$ cat config.mk
export PLATFORM = sky130hd
export DESIGN_NAME = uart_tx_frame_serializer_flat
export DESIGN_NICKNAME = d
export VERILOG_FILES = /design/src/rtl/uart_pkg.sv /design/src/rtl/uart_tx_frame_serializer_if.sv /design/src/rtl/uart_parity_gen.sv /design/src/rtl/uart_tx_frame_serializer.sv /design/src/flat_wrapper.sv
export SDC_FILE = /design/constraint.sdc
export NUM_CORES = 1
export LEC_CHECK = 0
export CAP_MARGIN = 20
export CORE_ASPECT_RATIO = 2
export CORE_UTILIZATION = 54
export DETAILED_ROUTE_END_ITERATION = 10
export GPL_TIMING_DRIVEN = 0
export PLACE_DENSITY = 0.86
export SKIP_CTS_REPAIR_TIMING = 1
export SYNTH_ARGS = -nofsm -noshare
export SYNTH_HDL_FRONTEND = slang
export SYNTH_SLANG_ARGS = --single-unit
$ cat constraint.sdc
create_clock -name CLK -period 2.2 [get_ports CLK]
set_clock_uncertainty 0.2 [all_clocks]
set_input_delay 0.44 -clock CLK [delete_from_list [all_inputs] [get_ports CLK]]
set_output_delay 0.44 -clock CLK [all_outputs]
set_load 0.05 [all_outputs]
$ cat src/rtl/uart_pkg.sv
// Shared types and constants for the UART transmit path.
package uart_pkg;

    typedef enum logic [2:0] {
        IDLE   = 3'd0,
        START  = 3'd1,
        DATA   = 3'd2,
        PARITY = 3'd3,
        STOP   = 3'd4
    } tx_state_t;

    localparam logic UART_IDLE_LVL  = 1'b1;
    localparam logic UART_START_LVL = 1'b0;

    localparam int MIN_DW = 5;
    localparam int MAX_DW = 9;

endpackage

$ cat src/rtl/uart_tx_frame_serializer_if.sv
// Host-side handshake and line-side outputs of the UART frame serializer.
interface uart_tx_frame_serializer_if #(
    parameter int DATA_WIDTH = 8
);
    logic                  Tick;
    logic [DATA_WIDTH-1:0] P_DATA;
    logic                  Data_Valid;
    logic                  Ready;
    logic                  TX_OUT;
    logic                  Busy;
    logic                  Ser_Done;

    modport master (
        output Tick, P_DATA, Data_Valid,
        input  Ready, TX_OUT, Busy, Ser_Done
    );

    modport slave (
        input  Tick, P_DATA, Data_Valid,
        output Ready, TX_OUT, Busy, Ser_Done
    );
endinterface

$ cat src/rtl/uart_parity_gen.sv
// Parity of one data word; odd parity inverts the plain XOR reduction.
module uart_parity_gen #(
    parameter int DATA_WIDTH = 8,
    parameter int PARITY_ODD = 0
) (
    input  logic [DATA_WIDTH-1:0] data,
    output logic                  parity
);
    assign parity = (^data) ^ (PARITY_ODD != 0);
endmodule

$ cat src/rtl/uart_tx_frame_serializer.sv
// UART TX frame engine: one-word holding register feeding a Tick-paced
// start/data/parity/stop serializer with back-to-back frame chaining.
module uart_tx_frame_serializer
    import uart_pkg::*;
#(
    parameter int DATA_WIDTH = 8,
    parameter int PARITY_EN  = 1,
    parameter int PARITY_ODD = 0,
    parameter int STOP_BITS  = 1,
    parameter int MSB_FIRST  = 0
) (
    input  logic                         CLK,
    input  logic                         RST,
    uart_tx_frame_serializer_if.slave    bus
);
    localparam int                CNT_W     = $clog2(DATA_WIDTH);
    localparam logic [CNT_W-1:0]  LAST_BIT  = CNT_W'(DATA_WIDTH - 1);
    localparam logic              LAST_STOP = 1'(STOP_BITS - 1);

    if (DATA_WIDTH < MIN_DW || DATA_WIDTH > MAX_DW || STOP_BITS < 1 || STOP_BITS > 2) begin : g_bad_params
        $error("uart_tx_frame_serializer: DATA_WIDTH must be 5..9 and STOP_BITS 1..2");
    end

    tx_state_t             state;
    logic [CNT_W-1:0]      bit_cnt;
    logic                  stop_cnt;
    logic                  hold_valid;
    logic [DATA_WIDTH-1:0] hold_reg;
    logic [DATA_WIDTH-1:0] shift_reg;
    logic [DATA_WIDTH-1:0] data_word;
    logic                  tx_out;
    logic                  busy;
    logic                  ser_done;
    logic                  parity;
    logic                  accept;
    logic                  load_frame;
    logic                  shift_en;
    logic                  next_bit;
    logic [DATA_WIDTH-1:0] shifted;

    // Accept and frame load are mutually exclusive: they need opposite hold_valid.
    assign accept     = bus.Data_Valid & ~hold_valid;
    assign load_frame = bus.Tick & hold_valid &
                        ((state == IDLE) || (state == STOP && stop_cnt == LAST_STOP));
    assign shift_en   = bus.Tick & ((state == START) || (state == DATA));
    assign next_bit   = (MSB_FIRST != 0) ? shift_reg[DATA_WIDTH-1] : shift_reg[0];
    assign shifted    = (MSB_FIRST != 0) ? {shift_reg[DATA_WIDTH-2:0], 1'b0}
                                         : {1'b0, shift_reg[DATA_WIDTH-1:1]};

    uart_parity_gen #(
        .DATA_WIDTH (DATA_WIDTH),
        .PARITY_ODD (PARITY_ODD)
    ) u_parity (
        .data   (data_word),
        .parity (parity)
    );

    // Data registers carry no reset; hold_valid alone says whether hold_reg is meaningful.
    always_ff @(posedge CLK) begin
        if (accept) begin
            hold_reg <= bus.P_DATA;
        end
        if (load_frame) begin
            shift_reg <= hold_reg;
            data_word <= hold_reg;
        end else if (shift_en) begin
            shift_reg <= shifted;
        end
    end

    always_ff @(posedge CLK) begin
        if (!RST) begin
            state      <= IDLE;
            bit_cnt    <= '0;
            stop_cnt   <= 1'b0;
            hold_valid <= 1'b0;
            tx_out     <= UART_IDLE_LVL;
            busy       <= 1'b0;
            ser_done   <= 1'b0;
        end else begin
            ser_done <= 1'b0;
            if (accept) begin
                hold_valid <= 1'b1;
            end else if (load_frame) begin
                hold_valid <= 1'b0;
            end
            if (bus.Tick) begin
                case (state)
                    IDLE: begin
                        if (hold_valid) begin
                            tx_out <= UART_START_LVL;
                            busy   <= 1'b1;
                            state  <= START;
                        end
                    end
                    START: begin
                        tx_out  <= next_bit;
                        bit_cnt <= '0;
                        state   <= DATA;
                    end
                    DATA: begin
                        if (bit_cnt == LAST_BIT) begin
                            if (PARITY_EN != 0) begin
                                tx_out <= parity;
                                state  <= PARITY;
                            end else begin
                                tx_out   <= UART_IDLE_LVL;
                                stop_cnt <= 1'b0;
                                state    <= STOP;
                            end
                        end else begin
                            tx_out  <= next_bit;
                            bit_cnt <= bit_cnt + 1'b1;
                        end
                    end
                    PARITY: begin
                        tx_out   <= UART_IDLE_LVL;
                        stop_cnt <= 1'b0;
                        state    <= STOP;
                    end
                    STOP: begin
                        if (stop_cnt == LAST_STOP) begin
                            ser_done <= 1'b1;
                            if (hold_valid) begin
                                tx_out <= UART_START_LVL;
                                state  <= START;
                            end else begin
                                busy  <= 1'b0;
                                state <= IDLE;
                            end
                        end else begin
                            stop_cnt <= stop_cnt + 1'b1;
                        end
                    end
                    default: begin
                        tx_out <= UART_IDLE_LVL;
                        busy   <= 1'b0;
                        state  <= IDLE;
                    end
                endcase
            end
        end
    end

    assign bus.Ready    = ~hold_valid;
    assign bus.TX_OUT   = tx_out;
    assign bus.Busy     = busy;
    assign bus.Ser_Done = ser_done;
endmodule

$ cat src/flat_wrapper.sv
// flat-port wrapper written by rule: the top's interface ports become plain ports
module uart_tx_frame_serializer_flat import uart_pkg::*;
#(
    parameter int DATA_WIDTH = 8,
    parameter int PARITY_EN  = 1,
    parameter int PARITY_ODD = 0,
    parameter int STOP_BITS  = 1,
    parameter int MSB_FIRST  = 0
)
  (CLK, RST, bus_Tick, bus_P_DATA, bus_Data_Valid, bus_Ready, bus_TX_OUT, bus_Busy, bus_Ser_Done);
  uart_tx_frame_serializer_if #(.DATA_WIDTH(DATA_WIDTH)) bus_i ();
  input  logic CLK;
  input  logic RST;
  input wire logic [$bits(bus_i.Tick)-1:0] bus_Tick;
  input wire logic [$bits(bus_i.P_DATA)-1:0] bus_P_DATA;
  input wire logic [$bits(bus_i.Data_Valid)-1:0] bus_Data_Valid;
  output wire logic [$bits(bus_i.Ready)-1:0] bus_Ready;
  output wire logic [$bits(bus_i.TX_OUT)-1:0] bus_TX_OUT;
  output wire logic [$bits(bus_i.Busy)-1:0] bus_Busy;
  output wire logic [$bits(bus_i.Ser_Done)-1:0] bus_Ser_Done;
  assign bus_i.Tick = bus_Tick;
  assign bus_i.P_DATA = bus_P_DATA;
  assign bus_i.Data_Valid = bus_Data_Valid;
  assign bus_Ready = bus_i.Ready;
  assign bus_TX_OUT = bus_i.TX_OUT;
  assign bus_Busy = bus_i.Busy;
  assign bus_Ser_Done = bus_i.Ser_Done;
  uart_tx_frame_serializer #(.DATA_WIDTH(DATA_WIDTH), .PARITY_EN(PARITY_EN), .PARITY_ODD(PARITY_ODD), .STOP_BITS(STOP_BITS), .MSB_FIRST(MSB_FIRST)) u_core (.CLK(CLK), .RST(RST), .bus(bus_i));
endmodule
==> impl_results.md <==
- Syn_nets: between 100 and 150
- Die W: just under 40 um
- Syn-to-layout area delta: 19.88%
- Clock slew at reported path FFs: around 70 ps
- Top FF cell, synth: edfxtp_1
- GRT overflow: 0
- Core footprint: between 0.002 and 0.003 mm2
- Clk buf depth: 2
- Crit Path Class: primary input to flip-flop
- Post-synth EDFFs: 24
- Num CTS Buffers: 5
- Startpoint Class: primary input
- Layout cell share with drive strength beyond 1: a little under a fifth
- Fin crit period: 2096 ps
- Cell Pwr Density: roughly 800 mW/mm2
- Global-route wire length before repair: roughly 3600 um
- FF-to-FF End: u_core.bit_cnt[0]
- Via count: 859
- Cell area after synthesis: 0.001448 mm2
- Top cells by area, synth: edfxtp_1, dfxtp_1, mux2_2, xnor2_1, ha_1
- Synth top area share: around half
- Initial drt markers: 21
- DRC Markers: 0
- Worst r2r src: u_core.bit_cnt[0]
- Crit path required time: 2030 ps
- Arrival time worst endpoint: ~1900 ps
- Cells on worst reg2reg path: 6
- Clock latency on the worst-skew pair: around 290 ps
- Drt pass-1 iters: 4
- #FFs+latches synth: 34
- Total GRT Usage: between 10% and 20%
- Cell row count: 26
- Most frequent cells after synthesis: edfxtp_1, dfxtp_1, xnor2_1
- Run status: finished clean
- Period utilisation layout: a little over nine tenths
- Slew Limit Fails: 0
- Critical Path Fanout Max: 17
- Worst vdd ir: about 0.73 mV
- Clock sinks: 34
- Final instance area: between 0.0015 and 0.002 mm2
- TritonCTS clock tree: built
- Worst slack at placement: -293.3 ps
- Post-Route WL: about 2300 um
- Die area: ~0.0029 mm2
- FILL cells: about 190
- Total I/O pin count: 16
- Hold slack: 247.7 ps
- Leakage: 0.5968 nW
- Die height: around 75 um
- RSZ-0062 raised after global routing: no
- Min-delay src: u_core.hold_reg[3]
- Placer Congestion: 0.7439
- Hold endpoint: u_core.data_word[3]
- Final setup fails: 0
- Vias per inst: 5.578
- HP Class: flip-flop to flip-flop
- Register area share after synthesis: between 60% and 70%
- FF+latch area: roughly 920 um2
- Area occupied by multi-input gates: 485.5 um2
- Initial antenna violation count: 0
- CP Capture Type: flip-flop
- Max cap viols: 0
- Number of nets with antenna violations after routing: 0
- Detailed placer's ending HPWL: between 1500 and 2000 um
- Worst-margin pin slew: around 680 ps
- Final core utilization: a little under 70%
- Max Fclk: 477.1 MHz
- Root buffer cell: clkbuf_8
- Asr flop ratio synth: 0%
- Final Hold Fails: 0
- H-tree depth: 2
- Port Buffers: 14
- Mapped Cells: about 110
- Syn Area/Cell: between 10 and 15 um2
- Max_slew headroom: between 50% and 60%
- Placed instance area: between 0.0015 and 0.002 mm2
- Initial Utilization: around 57%
- Most numerous cell in the Yosys netlist: edfxtp_1
- R2R setup slack: approximately 280 ps
- Ant diodes: 0
- Avg WL per Cell: approximately 15 um
- Synth area leader: edfxtp_1
- Distinct cells, synth: 38
- Synth warn: 0
- Vias in the first global route: 865
- Final net count: 139
- Largest net degree at the start of global routing: 18
- Hold Crit Depth: 0
- Slack of the critical path: 104.0 ps
[layer usage]
metal	up-vias	track usage [%]	part of all wire [%]
met5	-	0	0
li1	425	-	-
met2	16	32.59	59
met4	0	14.56	3.5
met1	410	17.43	35
met3	8	5.605	2.2
[final cells by class]
cell class / instances / share of cell area [%]
sequential: 34 / 53.06
tap: 28 / 2.019
timing repair buffer: 14 / 8.219
clock buffer: 5 / 3.965
clock inverter: 3 / 2.596
inverter: 2 / 0.4326
buffer: 4 / 1.730
multi-input combinational: 64 / 27.97
[power by group]
part           internal, W  switching, W  total, W  leakage (nW)
sequential        0.000722     0.0000156  0.000738         0.306
clock             0.000336      0.000226  0.000563        0.0504
combinational    0.0000627     0.0000662  0.000129         0.240
[worst max-delay path, cell delays in order]
cell and delay, ps:
clkdlybuf4s50_1 660, and3_1 220, buf_4 240, mux2_2 360
[through the flow]
stage / setup TNS (ps) / total power (W) / instances
2_1_floorplan: 0 / 0.0008367 / 105
3_3_place_gp: -1941 / 0.0008754 / 147
3_5_place_dp: -2448 / 0.0008833 / 147
4_1_cts: 0 / 0.001451 / 155
5_1_grt: 0 / 0.001483 / 154
6_report: 0 / 0.001430 / 154
[cell usage in the layout, fill, tap and decap left out, types with 2 or more instances in the layout]
cell	count
edfxtp_1	24
clkdlybuf4s50_1	13
dfxtp_1	10
xnor2_1	7
mux2_2	6
nor2_1	5
o21ai_0	5
nand2_1	5
clkbuf_8	5
nor2b_1	3
a21boi_0	3
a21oi_1	3
buf_4	2
o2111ai_1	2
nand3_1	2
nand2b_1	2
ha_1	2
clkinvlp_4	2
[cells by family after synthesis]
family | Yosys count | share of synthesized area [%]
DFF | 34 | 63.61
and+or+nand+nor | 27 | 12.10
buffers and inverters | 7 | 2.852
muxes | 7 | 5.445
adders and majority gates | 2 | 1.728
AOI/OAI and AO/OA | 21 | 10.03
xor gates and xnor gates | 7 | 4.235
[how the worst max path moves through the flow]
stage,from,to,slack (ps),cells past startpoint
after floorplan,bus_Tick,u_core.shift_reg[0],360,4
after global placement,bus_Tick,u_core.shift_reg[4],-250,5
after detailed placement,bus_Tick,u_core.shift_reg[3],-290,5
after CTS,bus_Tick,u_core.shift_reg[3],2,5
after global routing,u_core.bus.Busy,bus_Busy,40,1
final,bus_Tick,u_core.shift_reg[3],100,4
Power figures use the tool's default switching activity.
==> edit: new RTL, config.mk and constraints unchanged <==
Re-encode `tx_state_t` (5 states) as Gray code, 3 bits wide.
--- a/src/rtl/uart_pkg.sv
+++ b/src/rtl/uart_pkg.sv
@@ -3,9 +3,9 @@
 
     typedef enum logic [2:0] {
-        IDLE   = 3'd0,
-        START  = 3'd1,
-        DATA   = 3'd2,
-        PARITY = 3'd3,
-        STOP   = 3'd4
+        IDLE   = 3'b000,
+        START  = 3'b001,
+        DATA   = 3'b011,
+        PARITY = 3'b010,
+        STOP   = 3'b110
     } tx_state_t;
 
Function: no difference found for any inputs over 10 cycles, from zero or initial values and one cycle with RST low; not proved beyond that.
==> edit against the unedited design <==
  * Total power is 6.0% lower
  * Sequential power is 2% higher
  * Count of clock-buffer cells in the layout is 1 higher
  * Routed wire length is 0.79% higher
  * Design area is 2.4% lower
  * Sequential share of layout area is 1.3 points higher
  * Combinational power is 35% higher
  * Utilization is 1.6 points lower
  * Setup slack better by 34 ps
  * Sequential cell count stayed put
  * Area after synthesis is 0.78% lower
  * Die area is 0.74% lower
  * Non-clock buffer count stayed put
==> edit: results (changes against the unedited design) <==
- Status: completed (unchanged)
- First-pass GRT wire length: 3530 um (was 3620 um)
- Met2 WL: 1300 um (was 1350 um)
- Maximum vdd drop: 0.618 mV (was 0.725 mV)
- FFs & Latches: 34 (unchanged)
- Crit. Startpoint: u_core.bus.Busy$_SDFFE_PN0P_ (was bus_Tick)
- Gpl congestion: 0.732 (was 0.744)
- DP HPWL: 1710 um (was 1680 um)
- Antenna cells: 0 (unchanged)
- CP arrival: 1420 ps (was 1930 ps)
- Ys async rst share: 0% (unchanged)
- FF-to-FF path depth: 6 (unchanged)
- Clk cell area share: 4.51% (was 6.56%)
- Sequential power: 753 uW (was 738 uW)
- DR vias/cell: 5.61 (was 5.58)
- R2R setup slack: 260 ps (was 280 ps)
- Vias in the first global route: 808 (was 865)
- Syn_nets: 118 (was 119)
- Reg-to-Reg End: u_core.bus.TX_OUT$_SDFFE_PN1P_ (was u_core.bit_cnt[0]$_SDFFE_PN0P_)
- Deepest clock path buffer count: 2 (unchanged)
- Critical Path Max Stage Delay: 800 ps (was 660 ps)
- Register Area: 921 um2 (unchanged)
- Share of cells above drive strength 1: 18.4% (was 18.3%)
- Netlist cell types: 32 (was 38)
- Initial antenna violation count: 0 (unchanged)
- Nets@finish: 139 (unchanged)
- Clock buffer count: 6 (was 5)
- Psw: 316 uW (was 308 uW)
- Crit path to: bus_Busy (was u_core.shift_reg[3]$_DFFE_PP_)
- Global Route Usage Sum: 19.7% (was 19.0%)
- Min-delay worst type: input pin to flip-flop (was flip-flop to flip-flop)
- Leading post-synthesis cells by cell area: edfxtp_1 50%, dfxtp_1 14%, mux2_2 5.5% (was edfxtp_1 50%, dfxtp_1 14%, mux2_2 4.7%)
- Seq pwr share: 56.0% (was 51.6%)
- Wire length per cell: 15.1 um (was 14.9 um)
- Signal buf overhead: 10.9% (was 9.95%)
- Routed wl met3: 73 um (was 50 um)
- Highest metal used: met4 (unchanged)
- Hold Startpoint: bus_Tick (was u_core.hold_reg[3]$_DFFE_PP_)
- Nonclk inv count: 2 (unchanged)
- LEAKAGE: 0.000604 uW (was 0.000597 uW)
- Sequential share of the synthesized area: 64.1% (was 63.6%)
- Port-buffer cells: 14 (unchanged)
- Crit Path Max Fanout: 2 (was 17)
- Combinational power: 174 uW (was 129 uW)
- Filler cells: 196 (was 191)
- Worst hold path stage count: 3 (was 0)
- Commonest non-fill, non-tap cell in the layout: edfxtp_1 (unchanged)
- CTS root buffer: clkbuf_8 (unchanged)
- Hold endpoint: u_core.state[1]$_SDFFE_PN0P_ (was u_core.data_word[3]$_DFFE_PP_)
- Commonest cells in the netlist: 24 x edfxtp_1, 10 x dfxtp_1, 8 x nand2_1 (was 24 x edfxtp_1, 10 x dfxtp_1, 7 x xnor2_1)
- Multi-input logic area: 470 um2 (was 485 um2)
- Initial DRC count: 21 (unchanged)
- Tightest Pin Transition: 749 ps (was 685 ps)
- Ys Warns: 0 (unchanged)
- M1 WL: 817 um (was 811 um)
-- edit: layer usage --
metal | up-vias | GRT usage, %
li1 | 422 | -
met1 | 413 | 18.9
met2 | 16 | 30.5
met3 | 8 | 7.08
met4 | 0 | 19.2
met5 | - | 0
-- edit: cell families (layout without fill, tap and decap cells) --
logic type	count (synthesis)	after routing	share of synthesized area, %
flip-flops	34	34	64.1
AND/OR/NAND/NOR	31	31	11.8
multiplexers	9	9	6.88
adder cells (fa/ha/maj)	2	2	1.74
AO/OA/AOI/OAI	14	14	7.23
buffers and inverters	6	27	3.40
XOR/XNOR	8	8	4.88
-- edit: stage by stage --
stage,hold slack [ps],setup slack (ps),instances,cell area [um2]
2_1_floorplan,217,235,104,1440
3_3_place_gp,225,90.0,146,1610
3_5_place_dp,235,24.3,146,1610
4_1_cts,235,36.6,153,1690
5_1_grt,258,100,153,1690
6_report,241,138,153,1690
